## src/rtl/serial_bk_adder_32b_pkg.sv

```systemverilog
// Shared types and constants for the byte-serial Brent-Kung adder.
package serial_adder_pkg;

  localparam int unsigned BYTE_W            = 8;
  localparam int unsigned NUM_BYTES_DEFAULT = 4;

  typedef enum logic [1:0] {
    IDLE = 2'd0,
    RUN  = 2'd1,
    DONE = 2'd2
  } state_e;

  // Two's-complement overflow: operands agree in sign, result does not.
  function automatic logic signed_ovf(input logic a_msb, input logic b_msb,
                                      input logic s_msb);
    return (a_msb == b_msb) && (s_msb != a_msb);
  endfunction

endpackage

```

## src/rtl/serial_bk_adder_32b_if.sv

```systemverilog
// Operand/result handshake bundle for the byte-serial adder.
interface serial_bk_adder_32b_if
  import serial_adder_pkg::*;
#(
  parameter int unsigned NUM_BYTES = NUM_BYTES_DEFAULT
);

  logic                        valid_i;
  logic                        ready_o;
  logic [BYTE_W*NUM_BYTES-1:0] op1_i;
  logic [BYTE_W*NUM_BYTES-1:0] op2_i;
  logic                        carry_i;
  logic                        valid_o;
  logic                        ready_i;
  logic [BYTE_W*NUM_BYTES-1:0] sum_o;
  logic                        carry_o;
  logic                        ovf_o;

  modport master (
    output valid_i, op1_i, op2_i, carry_i, ready_i,
    input  ready_o, valid_o, sum_o, carry_o, ovf_o
  );

  modport slave (
    input  valid_i, op1_i, op2_i, carry_i, ready_i,
    output ready_o, valid_o, sum_o, carry_o, ovf_o
  );

endinterface

```

## src/rtl/serial_bk_adder_32b_bk8.sv

```systemverilog
// 8-bit Brent-Kung parallel-prefix adder with carry-in.
module brent_kung_adder_8b (
  input  logic [7:0] i_a,
  input  logic [7:0] i_b,
  input  logic       i_cin,
  output logic [7:0] o_sum,
  output logic       o_cout
);

  logic [7:0] w_g, w_p;
  logic [7:0] w_gg, w_pp;
  logic [8:0] w_c;
  logic w_g10, w_p10, w_g32, w_p32, w_g54, w_p54, w_g76, w_p76;
  logic w_g30, w_p30, w_g74, w_p74, w_g70, w_p70;
  logic w_g50, w_p50, w_g20, w_p20, w_g40, w_p40, w_g60, w_p60;

  // Up-sweep builds power-of-two spans, down-sweep fills the remaining prefixes.
  always_comb begin
    w_g = i_a & i_b;
    w_p = i_a ^ i_b;

    w_g10 = w_g[1] | (w_p[1] & w_g[0]);  w_p10 = w_p[1] & w_p[0];
    w_g32 = w_g[3] | (w_p[3] & w_g[2]);  w_p32 = w_p[3] & w_p[2];
    w_g54 = w_g[5] | (w_p[5] & w_g[4]);  w_p54 = w_p[5] & w_p[4];
    w_g76 = w_g[7] | (w_p[7] & w_g[6]);  w_p76 = w_p[7] & w_p[6];

    w_g30 = w_g32 | (w_p32 & w_g10);     w_p30 = w_p32 & w_p10;
    w_g74 = w_g76 | (w_p76 & w_g54);     w_p74 = w_p76 & w_p54;
    w_g70 = w_g74 | (w_p74 & w_g30);     w_p70 = w_p74 & w_p30;

    w_g50 = w_g54 | (w_p54 & w_g30);     w_p50 = w_p54 & w_p30;
    w_g20 = w_g[2] | (w_p[2] & w_g10);   w_p20 = w_p[2] & w_p10;
    w_g40 = w_g[4] | (w_p[4] & w_g30);   w_p40 = w_p[4] & w_p30;
    w_g60 = w_g[6] | (w_p[6] & w_g50);   w_p60 = w_p[6] & w_p50;

    w_gg = {w_g70, w_g60, w_g50, w_g40, w_g30, w_g20, w_g10, w_g[0]};
    w_pp = {w_p70, w_p60, w_p50, w_p40, w_p30, w_p20, w_p10, w_p[0]};

    w_c[0]   = i_cin;
    w_c[8:1] = w_gg | (w_pp & {8{i_cin}});

    o_sum  = w_p ^ w_c[7:0];
    o_cout = w_c[8];
  end

endmodule

```

## src/rtl/serial_bk_adder_32b.sv

```systemverilog
// Byte-serial adder: one 8-bit Brent-Kung slice iterated over NUM_BYTES bytes.
module serial_bk_adder_32b
  import serial_adder_pkg::*;
#(
  parameter int unsigned NUM_BYTES = NUM_BYTES_DEFAULT
) (
  input logic                  clk_i,
  input logic                  rst_i,
  serial_bk_adder_32b_if.slave bus
);

  localparam int unsigned      W        = BYTE_W * NUM_BYTES;
  localparam int unsigned      IDX_W    = $clog2(NUM_BYTES);
  localparam logic [IDX_W-1:0] LAST_IDX = IDX_W'(NUM_BYTES - 1);

  state_e             r_state, w_state_nxt;
  logic [W-1:0]       r_op1, r_op2, r_sum;
  logic [IDX_W-1:0]   r_idx;
  logic               r_carry, r_carry_o, r_ovf, r_valid;
  logic               w_ready, w_accept, w_last;
  logic [BYTE_W-1:0]  w_a, w_b, w_sum;
  logic               w_cout;

  assign w_ready  = (r_state == IDLE) && !rst_i;
  assign w_accept = bus.valid_i && w_ready;
  assign w_last   = (r_idx == LAST_IDX);

  assign w_a = r_op1[int'(r_idx)*BYTE_W +: BYTE_W];
  assign w_b = r_op2[int'(r_idx)*BYTE_W +: BYTE_W];

  brent_kung_adder_8b u_slice (
    .i_a    (w_a),
    .i_b    (w_b),
    .i_cin  (r_carry),
    .o_sum  (w_sum),
    .o_cout (w_cout)
  );

  // State register with reset overriding any handshake.
  always_ff @(posedge clk_i) begin
    if (rst_i) r_state <= IDLE;
    else       r_state <= w_state_nxt;
  end

  // Next-state: accept in IDLE, leave RUN after the top byte, leave DONE on handshake.
  always_comb begin
    w_state_nxt = r_state;
    case (r_state)
      IDLE:    if (w_accept)    w_state_nxt = RUN;
      RUN:     if (w_last)      w_state_nxt = DONE;
      DONE:    if (bus.ready_i) w_state_nxt = IDLE;
      default:                  w_state_nxt = IDLE;
    endcase
  end

  // Datapath: latch operands, write one sum byte per RUN cycle, publish flags on the last byte.
  always_ff @(posedge clk_i) begin
    if (rst_i) begin
      r_op1     <= '0;
      r_op2     <= '0;
      r_idx     <= '0;
      r_carry   <= 1'b0;
      r_sum     <= '0;
      r_carry_o <= 1'b0;
      r_ovf     <= 1'b0;
      r_valid   <= 1'b0;
    end else begin
      case (r_state)
        IDLE: begin
          if (w_accept) begin
            r_op1   <= bus.op1_i;
            r_op2   <= bus.op2_i;
            r_carry <= bus.carry_i;
            r_idx   <= '0;
          end
        end
        RUN: begin
          r_sum[int'(r_idx)*BYTE_W +: BYTE_W] <= w_sum;
          r_carry <= w_cout;
          r_idx   <= r_idx + 1'b1;
          if (w_last) begin
            r_idx     <= '0;
            r_carry_o <= w_cout;
            r_ovf     <= signed_ovf(r_op1[W-1], r_op2[W-1], w_sum[BYTE_W-1]);
            r_valid   <= 1'b1;
          end
        end
        DONE: begin
          if (bus.ready_i) r_valid <= 1'b0;
        end
        default: r_valid <= 1'b0;
      endcase
    end
  end

  assign bus.ready_o = w_ready;
  assign bus.valid_o = r_valid;
  assign bus.sum_o   = r_sum;
  assign bus.carry_o = r_carry_o;
  assign bus.ovf_o   = r_ovf;

endmodule

```

## src/flat_wrapper.sv

```systemverilog
// flat-port wrapper written by rule: the top's interface ports become plain ports
module serial_bk_adder_32b_flat import serial_adder_pkg::*;
#(
  parameter int unsigned NUM_BYTES = NUM_BYTES_DEFAULT
)
  (clk_i, rst_i, bus_valid_i, bus_op1_i, bus_op2_i, bus_carry_i, bus_ready_i, bus_ready_o, bus_valid_o, bus_sum_o, bus_carry_o, bus_ovf_o);
  serial_bk_adder_32b_if #(.NUM_BYTES(NUM_BYTES)) bus_i ();
  input logic clk_i;
  input logic rst_i;
  input wire logic [$bits(bus_i.valid_i)-1:0] bus_valid_i;
  input wire logic [$bits(bus_i.op1_i)-1:0] bus_op1_i;
  input wire logic [$bits(bus_i.op2_i)-1:0] bus_op2_i;
  input wire logic [$bits(bus_i.carry_i)-1:0] bus_carry_i;
  input wire logic [$bits(bus_i.ready_i)-1:0] bus_ready_i;
  output wire logic [$bits(bus_i.ready_o)-1:0] bus_ready_o;
  output wire logic [$bits(bus_i.valid_o)-1:0] bus_valid_o;
  output wire logic [$bits(bus_i.sum_o)-1:0] bus_sum_o;
  output wire logic [$bits(bus_i.carry_o)-1:0] bus_carry_o;
  output wire logic [$bits(bus_i.ovf_o)-1:0] bus_ovf_o;
  assign bus_i.valid_i = bus_valid_i;
  assign bus_i.op1_i = bus_op1_i;
  assign bus_i.op2_i = bus_op2_i;
  assign bus_i.carry_i = bus_carry_i;
  assign bus_i.ready_i = bus_ready_i;
  assign bus_ready_o = bus_i.ready_o;
  assign bus_valid_o = bus_i.valid_o;
  assign bus_sum_o = bus_i.sum_o;
  assign bus_carry_o = bus_i.carry_o;
  assign bus_ovf_o = bus_i.ovf_o;
  serial_bk_adder_32b #(.NUM_BYTES(NUM_BYTES)) u_core (.clk_i(clk_i), .rst_i(rst_i), .bus(bus_i));
endmodule
```

## config.mk

```make
export PLATFORM = sky130hd
export DESIGN_NAME = serial_bk_adder_32b_flat
export DESIGN_NICKNAME = d
export VERILOG_FILES = /design/src/rtl/serial_bk_adder_32b_pkg.sv /design/src/rtl/serial_bk_adder_32b_if.sv /design/src/rtl/serial_bk_adder_32b_bk8.sv /design/src/rtl/serial_bk_adder_32b.sv /design/src/flat_wrapper.sv
export SDC_FILE = /design/constraint.sdc
export NUM_CORES = 1
export LEC_CHECK = 0
export BUFFER_PORTS_ARGS = -buffer_cell sky130_fd_sc_hd__clkbuf_2
export CORE_AREA = 2 2 121 100
export CTS_CLUSTER_DIAMETER = 30
export DETAILED_ROUTE_END_ITERATION = 7
export DIE_AREA = 0 0 123 102
export SYNTH_ARGS = -nofsm -noshare
export SYNTH_HDL_FRONTEND = slang
export SYNTH_SLANG_ARGS = --single-unit
```

## constraint.sdc

```tcl
create_clock -name clk_i -period 3.7 [get_ports clk_i]
set_input_delay 0.925 -clock clk_i [delete_from_list [all_inputs] [get_ports clk_i]]
set_output_delay 0.925 -clock clk_i [all_outputs]
set_load 0.05 [all_outputs]
```

==> out/qor.csv <==
metric;value;unit
min Tclk post-route;2.918;ns
Area contributors post-synth;dfxtp_1, nand2b_1, mux4_2, o21ai_0, nand2_1;
share of layout cells above drive strength 1;24.43;%
ys async rst share;0;%
antenna violations before repair;0;
power per cell area;452.2;nW/um2
Switching Share;25.53;%
worst-path cell chain;buf_4, mux4_2, ha_1, a21oi_1, o22ai_2, a221o_1, a32oi_1, nor2_1;
final setup fails;0;
FF/Latch Area;2082;um2
IO Pins;105;
Fin Setup TNS;0;ns
CTS sink cnt;104;
Vias;3868;
drt wl/cell;15.11;um
status;complete, no violations;
crit path buf inv count;1;
slew margin rel.;38.33;%
delay of the slowest cell on the worst path;0.59;ns
vias in the first global route;3827;
critical path startpoint category;register;
period utilisation layout;78.87;%
crit path DAT;3.12;ns
Worst Path Required;3.90;ns
Detailed Route WL;11.45;mm
fin. max-slew vios;0;
Clk pin slew, worst setup/hold paths;0.07;ns
Static Leak;2.227;nW
Clk Latency, worst-skew pair;0.34;ns
Sequential Power Share;48.2;%
pin count of the biggest net entering global routing;109;
post_cts resized;0;
gr usage total;19.24;%
Synth area leader;dfxtp_1;
final instance area;5597;um2
# Post-CTS Setup Buffers;0;
# diodes;0;
dominant synthesized flop cell;dfxtp_1;
maximum buffer depth of the clock tree;2;
initial DRC count;230;
Remaining Overflow, GRT;0;
core area;11300;um2
CP delay by family, top;compound AO/OA/AOI/OAI gates;
Net Count, Synth;600;
nets;689;
FILL cells;1115;
MaxCap Viol Count;0;
register area share after synthesis;44.78;%
Fmax;342.7;MHz
Root Buffer;clkbuf_16;
Synth top area share;44.78;%
H-Tree Depth;3;
RSZ-0062 raised after global routing;no;
CP Capture Type;register;
worst-path maximum fanout;25;
# port buffers;104;
Vias/cell;5.103;
worst setup path class;reg -> reg;
post-synthesis cell type count;44;
total CTS buffers;9;
die span in x;123;um
clk_skew;0.008711;ns
Die Area;12550;um2
Area Overhead vs Synth;20.37;%
cts hold-fix bufs;0;
Worst IR Drop VDD;0.2322;mV
Yosys warnings;0;
final hold violation count;0;
GPL Wtd Cong;0.7804;
number of nets with antenna violations after routing;0;
Pre-antenna DRT Iters;6;
CTS tree;done;
clock share of power;37.7;%
Post-DP HPWL;8.303;mm
synthesized area;4649;um2
worst-margin pin slew;0.9250;ns
Synth Instances;516;
NetSw;646.1;uW
Post-Syn Area per Cell;9.011;um2
Multi-input gate area;2405;um2
combinational group share of total power;14.1;%
P_int;1.885;mW
Hold Path Class;reg -> reg;
first-pass GRT wire length;18.71;mm
site row count;35;
flops & latches, synth;104;
Starting Density;41.15;%
drt drc;0;
DP Area;5296;um2
EDFF count, synth;0;
vertical die dimension;102;um
slowest CP cell;mux4_2;
-- cells by family (layout without fill, tap and decap cells) --
family | after synthesis | count (layout) | share of synthesized area [%]
simple gates | 205 | 205 | 21.61
compound gates | 130 | 130 | 16.87
flops | 104 | 104 | 44.78
buf+inv | 40 | 134 | 3.633
mux | 17 | 17 | 7.966
fa+ha+maj | 15 | 15 | 4.198
xor+xnor | 5 | 5 | 0.9420
-- worst min-delay path: cells and delay by family (launching register included) --
kind               cells  cell delay (ns)
and+or+nand+nor        1             0.05
AOI/OAI and AO/OA      1             0.05
DFF                    1             0.31
-- through the flow --
stage | power, mW | utilization [%] | worst slack (ns) | hold WS, ns | instances
final | 2.531 | 49.53 | 0.7818 | 0.4595 | 758
after global routing | 2.650 | 49.53 | 0.6055 | 0.4863 | 758
after CTS | 2.549 | 49.53 | 0.7979 | 0.4617 | 758
after detailed placement | 1.600 | 46.88 | 0.8176 | 0.4505 | 742
after global placement | 1.593 | 46.88 | 0.9057 | 0.4380 | 742
after floorplan | 1.480 | - | 0.2334 | 0.4393 | 516
-- sequential cells by signal, indices dropped and copies added (netlist names) --
| register | flops |
|---|---|
| u_core.bus.sum_o | 32 |
| u_core.r_op1 | 32 |
| u_core.r_op2 | 32 |
| u_core.r_idx | 2 |
| u_core.r_state | 2 |
| u_core.bus.carry_o | 1 |
| u_core.bus.ovf_o | 1 |
| u_core.bus.valid_o | 1 |
| u_core.r_carry | 1 |
-- area by class of cell --
cell class              count  area share, %
multi-input cells         372          42.97
flip-flops and latches    104          37.20
repair buffers            111          10.69
clock buffers              13          4.650
well taps                 148          3.309
clock inverters             3         0.7154
inverters                   7         0.4695
-- power groups by stage --
stage / logic [mW] / registers (mW) / clock network, mW
2_1_floorplan: 0.233 / 1.25 / 0
3_3_place_gp: 0.349 / 1.24 / 0
3_5_place_dp: 0.356 / 1.24 / 0
4_1_cts: 0.358 / 1.22 / 0.972
5_1_grt: 0.399 / 1.23 / 1.03
6_report: 0.357 / 1.22 / 0.953
-- path summary, 6_finish.rpt --
check / start / end / slack [ns] / cells after the start
max reg2reg: u_core.r_idx[0]$_SDFFE_PP0P_ / u_core.bus.sum_o[15]$_SDFFE_PP0P_ / 0.78 / 8
max: u_core.r_idx[0]$_SDFFE_PP0P_ / u_core.bus.sum_o[15]$_SDFFE_PP0P_ / 0.78 / 8
min reg2reg: u_core.bus.sum_o[22]$_SDFFE_PP0P_ / u_core.bus.sum_o[22]$_SDFFE_PP0P_ / 0.46 / 2
min: u_core.bus.sum_o[22]$_SDFFE_PP0P_ / u_core.bus.sum_o[22]$_SDFFE_PP0P_ / 0.46 / 2
-- metal layers --
layer	routed length [um]	share of wire [%]	global-route usage, %
met3	662	5.8	4.576
met5	0	0	0
met4	136	1.2	5.070
met1	5666	49	26.62
met2	4985	44	30.39
-- cells in the mapped netlist, drive strengths merged, types with 2 or more instances --
cell type	n
nor3	4
o221ai	2
a21oi	14
a31oi	2
ha	14
xor2	3
clkbuf	21
xnor2	2
dfxtp	104
a211oi	4
inv	7
mux4	16
o31ai	8
buf	12
nand3	3
nand2b	69
a32oi	4
nor2b	2
o21bai	3
o21ai	70
nor2	32
a22oi	18
or3	2
nand2	86
o211ai	2
-- layout by cell type, fill, tap and decap left out, types with 2 or more instances in the layout --
cell	instances
nand3_1	3
o21ai_0	68
clkbuf_8	2
nand2_1	85
dfxtp_1	104
buf_12	2
inv_1	7
clkinv_2	2
clkbuf_2	104
a31oi_1	2
nor2b_1	2
clkbuf_1	2
nand2b_1	69
mux4_2	16
clkbuf_16	9
xor2_1	3
o21ai_1	2
a211oi_1	4
a21oi_1	14
nor3_2	2
ha_1	14
a32oi_1	4
o31ai_1	8
o211ai_1	2
o21bai_1	3
a22oi_1	18
nor2_1	32
or3_1	2
buf_4	5
xnor2_1	2
(Power assumes the default switching activity.)
